### config.mk
export PLATFORM = sky130hd
export DESIGN_NAME = execute_stage
export DESIGN_NICKNAME = d
export VERILOG_FILES = /design/src/rtl/cpu_pkg.sv /design/src/rtl/seq_multiplier.sv /design/src/rtl/execute_stage.sv
export SDC_FILE = /design/constraint.sdc
export NUM_CORES = 1
export LEC_CHECK = 0
export ABC_AREA = 1
export ABC_CLOCK_PERIOD_IN_PS = 1000
export BUFFER_PORTS_ARGS = -buffer_cell sky130_fd_sc_hd__buf_2
export CORE_MARGIN = 3
export CORE_UTILIZATION = 35
export CTS_BUF_LIST = sky130_fd_sc_hd__clkbuf_2 sky130_fd_sc_hd__clkbuf_4 sky130_fd_sc_hd__clkbuf_8
export DETAILED_ROUTE_END_ITERATION = 16
export HOLD_SLACK_MARGIN = 0.02
export PLACE_DENSITY = 0.64
export SLEW_MARGIN = 20
export SYNTH_ARGS = -nofsm -noshare
export SYNTH_HDL_FRONTEND = slang
export SYNTH_SLANG_ARGS = --single-unit
### constraint.sdc
create_clock -name clk -period 1 [get_ports clk]
set_input_delay 0.05 -clock clk [delete_from_list [all_inputs] [get_ports clk]]
set_output_delay 0.05 -clock clk [all_outputs]
set_load 0.02 [all_outputs]
### src/rtl/cpu_pkg.sv
// cpu_pkg: shared opcodes, forwarding encodings and multiply FSM states for the 8-bit core
package cpu_pkg;
    localparam int DATA_W = 8;

    localparam logic [3:0] OP_ADD   = 4'd0;
    localparam logic [3:0] OP_SUB   = 4'd1;
    localparam logic [3:0] OP_AND   = 4'd2;
    localparam logic [3:0] OP_OR    = 4'd3;
    localparam logic [3:0] OP_XOR   = 4'd4;
    localparam logic [3:0] OP_SLL   = 4'd5;
    localparam logic [3:0] OP_SRL   = 4'd6;
    localparam logic [3:0] OP_SLT   = 4'd7;
    localparam logic [3:0] OP_PASSB = 4'd8;
    localparam logic [3:0] OP_MUL   = 4'd9;

    localparam logic [1:0] FWD_REG   = 2'b00;
    localparam logic [1:0] FWD_WB    = 2'b01;
    localparam logic [1:0] FWD_EXMEM = 2'b10;

    typedef enum logic [1:0] {IDLE, BUSY, DONE} mul_state_t;
endpackage

### src/rtl/seq_multiplier.sv
// seq_multiplier: shift-add multiplier keeping the low DATA_W product bits, one step per cycle
module seq_multiplier #(
    parameter int DATA_W     = 8,
    parameter int MUL_CYCLES = 8
) (
    input  logic              clk,
    input  logic              reset,
    input  logic              start,
    input  logic              abort,
    input  logic [DATA_W-1:0] a,
    input  logic [DATA_W-1:0] b,
    output logic              busy,
    output logic              done,
    output logic [DATA_W-1:0] product
);
    localparam int CNT_W = $clog2(MUL_CYCLES);

    logic [DATA_W-1:0] mcand, mplier;
    logic [CNT_W-1:0]  cnt;

    assign done = busy && cnt == CNT_W'(MUL_CYCLES - 1);

    // latch operands on start, then add the shifted multiplicand for each set multiplier bit
    always_ff @(posedge clk or negedge reset) begin
        if (!reset) begin
            mcand   <= '0;
            mplier  <= '0;
            product <= '0;
            cnt     <= '0;
            busy    <= 1'b0;
        end else if (abort) begin
            product <= '0;
            cnt     <= '0;
            busy    <= 1'b0;
        end else if (start) begin
            mcand   <= a;
            mplier  <= b;
            product <= '0;
            cnt     <= '0;
            busy    <= 1'b1;
        end else if (busy) begin
            product <= product + (mplier[0] ? mcand : '0);
            mcand   <= mcand << 1;
            mplier  <= mplier >> 1;
            cnt     <= cnt + 1'b1;
            busy    <= !done;
        end
    end
endmodule

### src/rtl/execute_stage.sv
// execute_stage: forwarding, ALU and EX/MEM register; EXEC_MUL_EN adds the multi-cycle MUL
module execute_stage #(
    parameter int DATA_W     = 8,
    parameter int REG_ADDR_W = 3,
    parameter int MUL_CYCLES = DATA_W
) (
    input  logic                  clk,
    input  logic                  reset,
    input  logic                  valid_in,
    input  logic [3:0]            alu_op,
    input  logic [DATA_W-1:0]     rs1_data,
    input  logic [DATA_W-1:0]     rs2_data,
    input  logic [DATA_W-1:0]     imm,
    input  logic                  use_imm,
    input  logic [REG_ADDR_W-1:0] rd_in,
    input  logic                  reg_write_in,
    input  logic                  mem_read_in,
    input  logic                  mem_write_in,
    input  logic [1:0]            forward_A,
    input  logic [1:0]            forward_B,
    input  logic [DATA_W-1:0]     ex_mem_fwd,
    input  logic [DATA_W-1:0]     wb_data,
    input  logic                  flush,
    output logic [DATA_W-1:0]     alu_result,
    output logic [DATA_W-1:0]     write_data,
    output logic [REG_ADDR_W-1:0] rd_out,
    output logic                  reg_write,
    output logic                  MemRead,
    output logic                  MemWrite,
    output logic [1:0]            forward_B_out,
    output logic                  zero,
    output logic                  valid_out,
    output logic                  stall_out
);
    import cpu_pkg::*;

    logic [DATA_W-1:0] op_a, op_b_rf, op_b, result;
    logic              valid_eff;

    assign valid_eff = valid_in && !flush && !stall_out;

    // operand forwarding; store data always takes the forwarded rs2, never the immediate
    always_comb begin
        op_a    = forward_A == FWD_WB ? wb_data : forward_A == FWD_EXMEM ? ex_mem_fwd : rs1_data;
        op_b_rf = forward_B == FWD_WB ? wb_data : forward_B == FWD_EXMEM ? ex_mem_fwd : rs2_data;
        op_b    = use_imm ? imm : op_b_rf;
    end

`ifdef EXEC_MUL_EN
    mul_state_t        state, state_nx;
    logic              mul_req, mul_start, mul_abort, mul_busy, mul_done, stall;
    logic [DATA_W-1:0] product;

    assign mul_req   = valid_in && alu_op == OP_MUL && !flush;
    assign stall_out = reset && stall;

    seq_multiplier #(.DATA_W(DATA_W), .MUL_CYCLES(MUL_CYCLES)) u_mul (
        .clk     (clk),
        .reset   (reset),
        .start   (mul_start),
        .abort   (mul_abort),
        .a       (op_a),
        .b       (op_b),
        .busy    (mul_busy),
        .done    (mul_done),
        .product (product)
    );

    // multiply FSM state register
    always_ff @(posedge clk or negedge reset) begin
        if (!reset) state <= IDLE;
        else        state <= state_nx;
    end

    // DONE releases the stall so the product is captured as upstream advances past the MUL
    always_comb begin
        state_nx  = state;
        stall     = 1'b0;
        mul_start = 1'b0;
        mul_abort = 1'b0;
        case (state)
            IDLE: if (mul_req) begin
                stall     = 1'b1;
                mul_start = 1'b1;
                state_nx  = BUSY;
            end
            BUSY: begin
                stall     = mul_busy;
                mul_abort = flush;
                state_nx  = flush ? IDLE : mul_done ? DONE : BUSY;
            end
            default: state_nx = IDLE;
        endcase
    end
`else
    assign stall_out = 1'b0;
`endif

    // ALU; unused opcodes give zero while control still passes through
    always_comb begin
        result = '0;
        case (alu_op)
            OP_ADD:   result = op_a + op_b;
            OP_SUB:   result = op_a - op_b;
            OP_AND:   result = op_a & op_b;
            OP_OR:    result = op_a | op_b;
            OP_XOR:   result = op_a ^ op_b;
            OP_SLL:   result = op_a << op_b[2:0];
            OP_SRL:   result = op_a >> op_b[2:0];
            OP_SLT:   result = {{(DATA_W-1){1'b0}}, $signed(op_a) < $signed(op_b)};
            OP_PASSB: result = op_b;
`ifdef EXEC_MUL_EN
            OP_MUL:   result = product;
`endif
            default:  result = '0;
        endcase
    end

    // EX/MEM boundary, updated every cycle; bubbles are written as all-zero
    always_ff @(posedge clk or negedge reset) begin
        if (!reset) begin
            alu_result    <= '0;
            write_data    <= '0;
            rd_out        <= '0;
            reg_write     <= 1'b0;
            MemRead       <= 1'b0;
            MemWrite      <= 1'b0;
            forward_B_out <= '0;
            zero          <= 1'b0;
            valid_out     <= 1'b0;
        end else begin
            alu_result    <= valid_eff ? result : '0;
            write_data    <= valid_eff ? op_b_rf : '0;
            rd_out        <= valid_eff ? rd_in : '0;
            reg_write     <= valid_eff && reg_write_in;
            MemRead       <= valid_eff && mem_read_in;
            MemWrite      <= valid_eff && mem_write_in;
            forward_B_out <= valid_eff ? forward_B : '0;
            zero          <= valid_eff && result == '0;
            valid_out     <= valid_eff;
        end
    end
endmodule

; Word-level counts from Yosys, hierarchy flattened
; Cells that the tools add are included.
; Widths: inputs -> output; s select.
[totals]
register_bits = 26
latchBits = 0
ram_bits = 0
mem_bits_ro = 0
input_bits = 59
out_inout_bits = 27
elab_cells = 47
memories = 0
[classes]
n_addsub = 2
multipliers = 0
n_div = 0
magnitude_cmp = 1
n_eq_ne = 12
shift = 2
muxes = 10
bitwise_logic = 3
reduce_logical = 8
[ops]
columns = operator, count
row1 = $pmux 8 s9, 1
row2 = $mux 8, 7
row3 = $eq 4x3->1 const B, 4
row4 = $add 8x8->8, 1
row5 = $and 8x8->8, 1
row6 = $eq 4x2->1 const B, 2
row7 = $logic_not 8->1, 1
row8 = $lt 8x8->1, 1
row9 = $or 8x8->8, 1
row10 = $shl 8x3->8, 1
row11 = $shr 8x3->8, 1
row12 = $sub 8x8->8, 1
row13 = $xor 8x8->8, 1
row14 = $logic_and 1x1->1, 5
row15 = $eq 2x1->1 const B, 2
row16 = $eq 2x2->1 const B, 2
row17 = $eq 4x1->1 const B, 1
row18 = $eq 4x4->1 const B, 1
row19 = $logic_not 4->1, 1
row20 = $mux 3, 1
row21 = $mux 2, 1
row22 = $logic_not 1->1, 1

; Longest topological paths before layout
[logic_depth]
word_depth = 8
depth_mapped = 22
depth_no_buf = 21

; Worst setup path after synthesis
; No wires, ideal clock.
[synth_timing]
kind = input port to flip-flop
start = input port use_imm
end = register zero
setup_ns = 0.080
t_arrival_ns = 2.266
t_required_ns = 0.920
setup_slack_ns = -1.347
path_stages = 18
n_path_buf = 2
path_cell_list = inv_1 clkbuf_1 or2_2 nand2_1 inv_1 ha_1 clkbuf_1 inv_1 nand3_1 nand3_1 nand3_1 nand2_1 nand3b_1 a21oi_2 nand3_1 nor2_1 nand2_1 nor3_2
[synth_between]
elab_chain_cells = 5
elab_cells_between_ends = 12
cone_classes = 2 x add/sub / 1 x order compare / 2 x shift / 2 x mux / 3 x bitwise / 2 x reduce/logical
[synth_lines]
columns = element, line_no
row1 = start: declaration, execute_stage.sv:14  ; input logic use_imm,
row2 = $mux 8 (*), execute_stage.sv:46  ; op_b = use_imm ? imm : op_b_rf;
row3 = "$sub 8x8->8, or another cell as far along", execute_stage.sv:104  ; OP_SUB: result = op_a - op_b;
row4 = $pmux 8 s9 (*), execute_stage.sv:102  ; case (alu_op)
row5 = $logic_not 8->1 (*), execute_stage.sv:139  ; zero <= valid_eff && result == '0;
row6 = $logic_and 1x1->1 (*), execute_stage.sv:139
row7 = end signal: assignment, execute_stage.sv:129  ; zero <= 1'b0;
row8 = end signal: assignment, execute_stage.sv:139
row9 = end: declaration, execute_stage.sv:31  ; output logic zero,
; Mark *: on every way between the ends. The rest lies on a longest branch, timed or not.

; Worst setup path after layout
[layout_timing]
start = input port forward_B[1]
end = register alu_result[6]
[layout_between]
elab_chain_cells = 7
elab_cells_between_ends = 14
cone_classes = 2 x add/sub / 2 x eq/ne / 2 x shift / 5 x mux / 3 x bitwise
[layout_lines]
columns = element, line_no
row1 = start: declaration, execute_stage.sv:20  ; input logic [1:0] forward_B,
row2 = $eq 2x2->1, execute_stage.sv:45  ; op_b_rf = forward_B == FWD_WB ? wb_data : forward_B == FWD_EXMEM ? ex_mem_fwd : rs2_data;
row3 = $mux 8, execute_stage.sv:45
row4 = $mux 8 (*), execute_stage.sv:45
row5 = $mux 8 (*), execute_stage.sv:46
row6 = "$sub 8x8->8, or another cell as far along", execute_stage.sv:104
row7 = $pmux 8 s9 (*), execute_stage.sv:102
row8 = $mux 8 (*), execute_stage.sv:132  ; alu_result <= valid_eff ? result : '0;
row9 = end signal: assignment, execute_stage.sv:132
row10 = end: declaration, execute_stage.sv:24  ; output logic [DATA_W-1:0] alu_result,
; Marks and branches as above.

==> flow_metrics.tcl <==
set metrics [dict create \
    cp.required_ps 1160 \
    worst_hold_path_type "in2reg" \
    diodes 0 \
    core_um2 8890 \
    fin_tns_setup_ps -9310 \
    synth-adder-area-share 0.108 \
    cts_tree "built" \
    status "finished, violations left" \
    crit_path_max_incr_delay_ps 390 \
    final_common_cell "buf_4" \
    critPathTopFamily "simple AND/OR/NAND/NOR gates" \
    grt_pass1_wl_um 20300 \
    finalSetupViolCount 9 \
    rows 34 \
    final_layout_size_suffix_gt1_frac 0.498 \
    crit_type "in2reg" \
    hold_violations 0 \
    synth-compound-area-share 0.0844 \
    powerDensity_nw_per_um2 944 \
    syn_avg_cell_area_um2 6.01 \
    cp_max_fo 5 \
    final_cell_area_um2 5740 \
    crit_start "forward_B[1]" \
    io_buffer_count 84 \
    synth_top_family_by_area "simple AND/OR/NAND/NOR gates" \
    crit_top_cell "buf_4" \
    grt_pass1_vias 4228 \
    synth_seq_cells 26 \
    num-nets-final 868 \
    clkSlewWorstSetupHoldPaths_ps 80 \
    fp.dieW_um 103 \
    post-place-ws_ps -1730 \
    ios 86 \
    fmax_mhz 446 \
    yosys_warnings 0 \
    wire_per_inst_um 14.9 \
    num-fill-cells 747 \
    layout_setup_ws_ps -1240 \
    synth-xor-area-share 0.00267 \
    antenna_found_initial 0 \
    crit_arrival_ps 2400 \
    synth_cells 545 \
    grt_start_max_net_pins 27 \
    worst_pin_slew_ps 537 \
    synth-seq-area-share 0.199 \
    synthDistinctLibCells 38 \
    min_to "write_data[1]" \
    dp.cells 847 \
    dieArea_um2 10600 \
    place_congestion 0.998 \
    p_leak_nw 3.21 \
    placed_area_um2 4850 \
    layout.cells.non_filler 889 \
    finalCritPeriodShare 2.24 \
    crit_buf_inv 7 \
    power_w 0.00541 \
    maxSlewViolCount 0 \
    fp.dieH_um 103 \
    drt-initial-drc-count 348 \
    synthesis.area_um2 3270 \
    fin_crit_ps 2240 \
    critPathLaunchType "input pin" \
    synthMuxAreaShare 0 \
    viasPerCell 5.08 \
    cts.sinks 26 \
    rsz0062_at_grt "true" \
    end_kind "register" \
    cp_cell_sequence "buf_12 > buf_12 > nand2_8 > nand2_4 > nand3_4 > nand3_4 > nand2_8 > ha_4 > inv_4 > fa_2 > inv_2 > buf_4 > nand4_1 > nand3_2 > nand2_1 > nand2_1 > nor2_2 > nor2_2 > nand3_2 > a21oi_2 > buf_4 > buf_4 > nor2_1" \
    violations "setup timing" \
    ant_nets 0 \
    vias 4515 \
    relSlewSlack 0.642 \
    drv_cap 0 \
    overflow 0 \
    wl_um 13200 \
    cts_buffers 3 \
    firstDrtPassIters 8 \
    min_from "wb_data[1]" \
    synth_fp_nets 631 \
    grtUsageTotal 0.241 \
    whs_path_depth 3 \
    drc_errors 0 \
    syn2layout_area_growth_pct 75.2 \
    synthSimpleGateAreaFrac 0.483 \
    initial_core_util 0.368 \
    post-dp-hpwl_um 10100 \
    cts_max_path_buffers 2 \
    ir_worst_vdd_mv 0.790 \
    clockRootBuffer "clkbuf_8" \
    layout_common_cells "138 x buf_4, 122 x nand2_1, 79 x buf_2" \
    htree_levels 1 \
    crit_slowest_cell "fa_2" \
]
layer usage:
layer	wire, um	vias to the layer above	part of all wire	track usage
li1	-	2217	-	-
met5	0	-	0	0
met3	972	30	0.073	0.0271
met2	6500	214	0.49	0.431
met4	300	0	0.023	0.0575
met1	5470	2054	0.41	0.308
metrics by stage:
step / utilization / hold slack (ps)
2_1_floorplan: - / -246
3_3_place_gp: 0.546 / 53.7
3_5_place_dp: 0.546 / 66.8
4_1_cts: 0.599 / 53.5
5_1_grt: 0.645 / 64.3
6_report: 0.645 / 83.0
state kept, by name, summed over array words and instances, names as in the netlist:
register,count
alu_result,8
write_data,8
rd_out,3
forward_B_out,2
MemRead,1
MemWrite,1
reg_write,1
valid_out,1
zero,1
where the power goes:
group	total, W	switching [W]	internal [W]
logic	0.00348	0.00190	0.00158
clock network	0.000822	0.000288	0.000534
registers	0.00111	0.0000111	0.00110
synth_stat cells, drive strengths merged:
cell / n / area share
clkbuf: 5 / 0.0057
nor2: 70 / 0.081
nand4: 10 / 0.019
o2bb2ai: 1 / 0.0027
a211oi: 1 / 0.0023
a21oi: 25 / 0.041
buf: 7 / 0.019
inv: 84 / 0.097
nand3b: 1 / 0.0023
nand3: 91 / 0.15
or2: 10 / 0.019
a21boi: 1 / 0.0023
o21ai: 11 / 0.017
o21a: 1 / 0.0023
o22ai: 5 / 0.0096
ha: 25 / 0.096
xor2: 1 / 0.0027
o311ai: 1 / 0.0027
conb: 1 / 0.0011
and3: 1 / 0.0019
dfrtp: 26 / 0.20
o221ai: 2 / 0.0054
nand2: 158 / 0.20
nor3: 5 / 0.0092
fa: 2 / 0.012
cells by family after synthesis:
kind of cell	count (synthesis)
buffers and inverters	96
AO/OA/AOI/OAI	48
adder cells (fa/ha/maj)	27
flip-flops	26
other	1
AND/OR/NAND/NOR	346
XOR/XNOR	1
worst max path at each step:
stage / end / slack (ps) / depth (start not counted)
finish: alu_result[6] / -1240 / 23
floorplan: zero / -1100 / 20
global placement: zero / -1750 / 22
global route: zero / -1380 / 21
detailed placement: zero / -1730 / 22
CTS: zero / -1180 / 21
layout make-up:
| cell class | instances | area (um2) | share of cell area |
|---|---|---|---|
| Sequential cell | 26 | 651 | 0.113 |
| Timing Repair Buffer | 242 | 1740 | 0.303 |
| Clock inverter | 1 | 30.0 | 0.00524 |
| Multi-Input combinational cell | 425 | 2770 | 0.483 |
| Clock buffer | 3 | 41.3 | 0.00720 |
| Tap cell | 108 | 135 | 0.0236 |
| Inverter | 84 | 373 | 0.0650 |
timing repair:
item	CTS	global route
hold buffers	7	0
setup buffers	16	17
gates cloned	0	2
endpoints found under the setup margin	9	9
gates resized for setup	59	80
endpoints found under the hold margin	32	0
pin swaps	35	56
(Power assumes the default switching activity.)
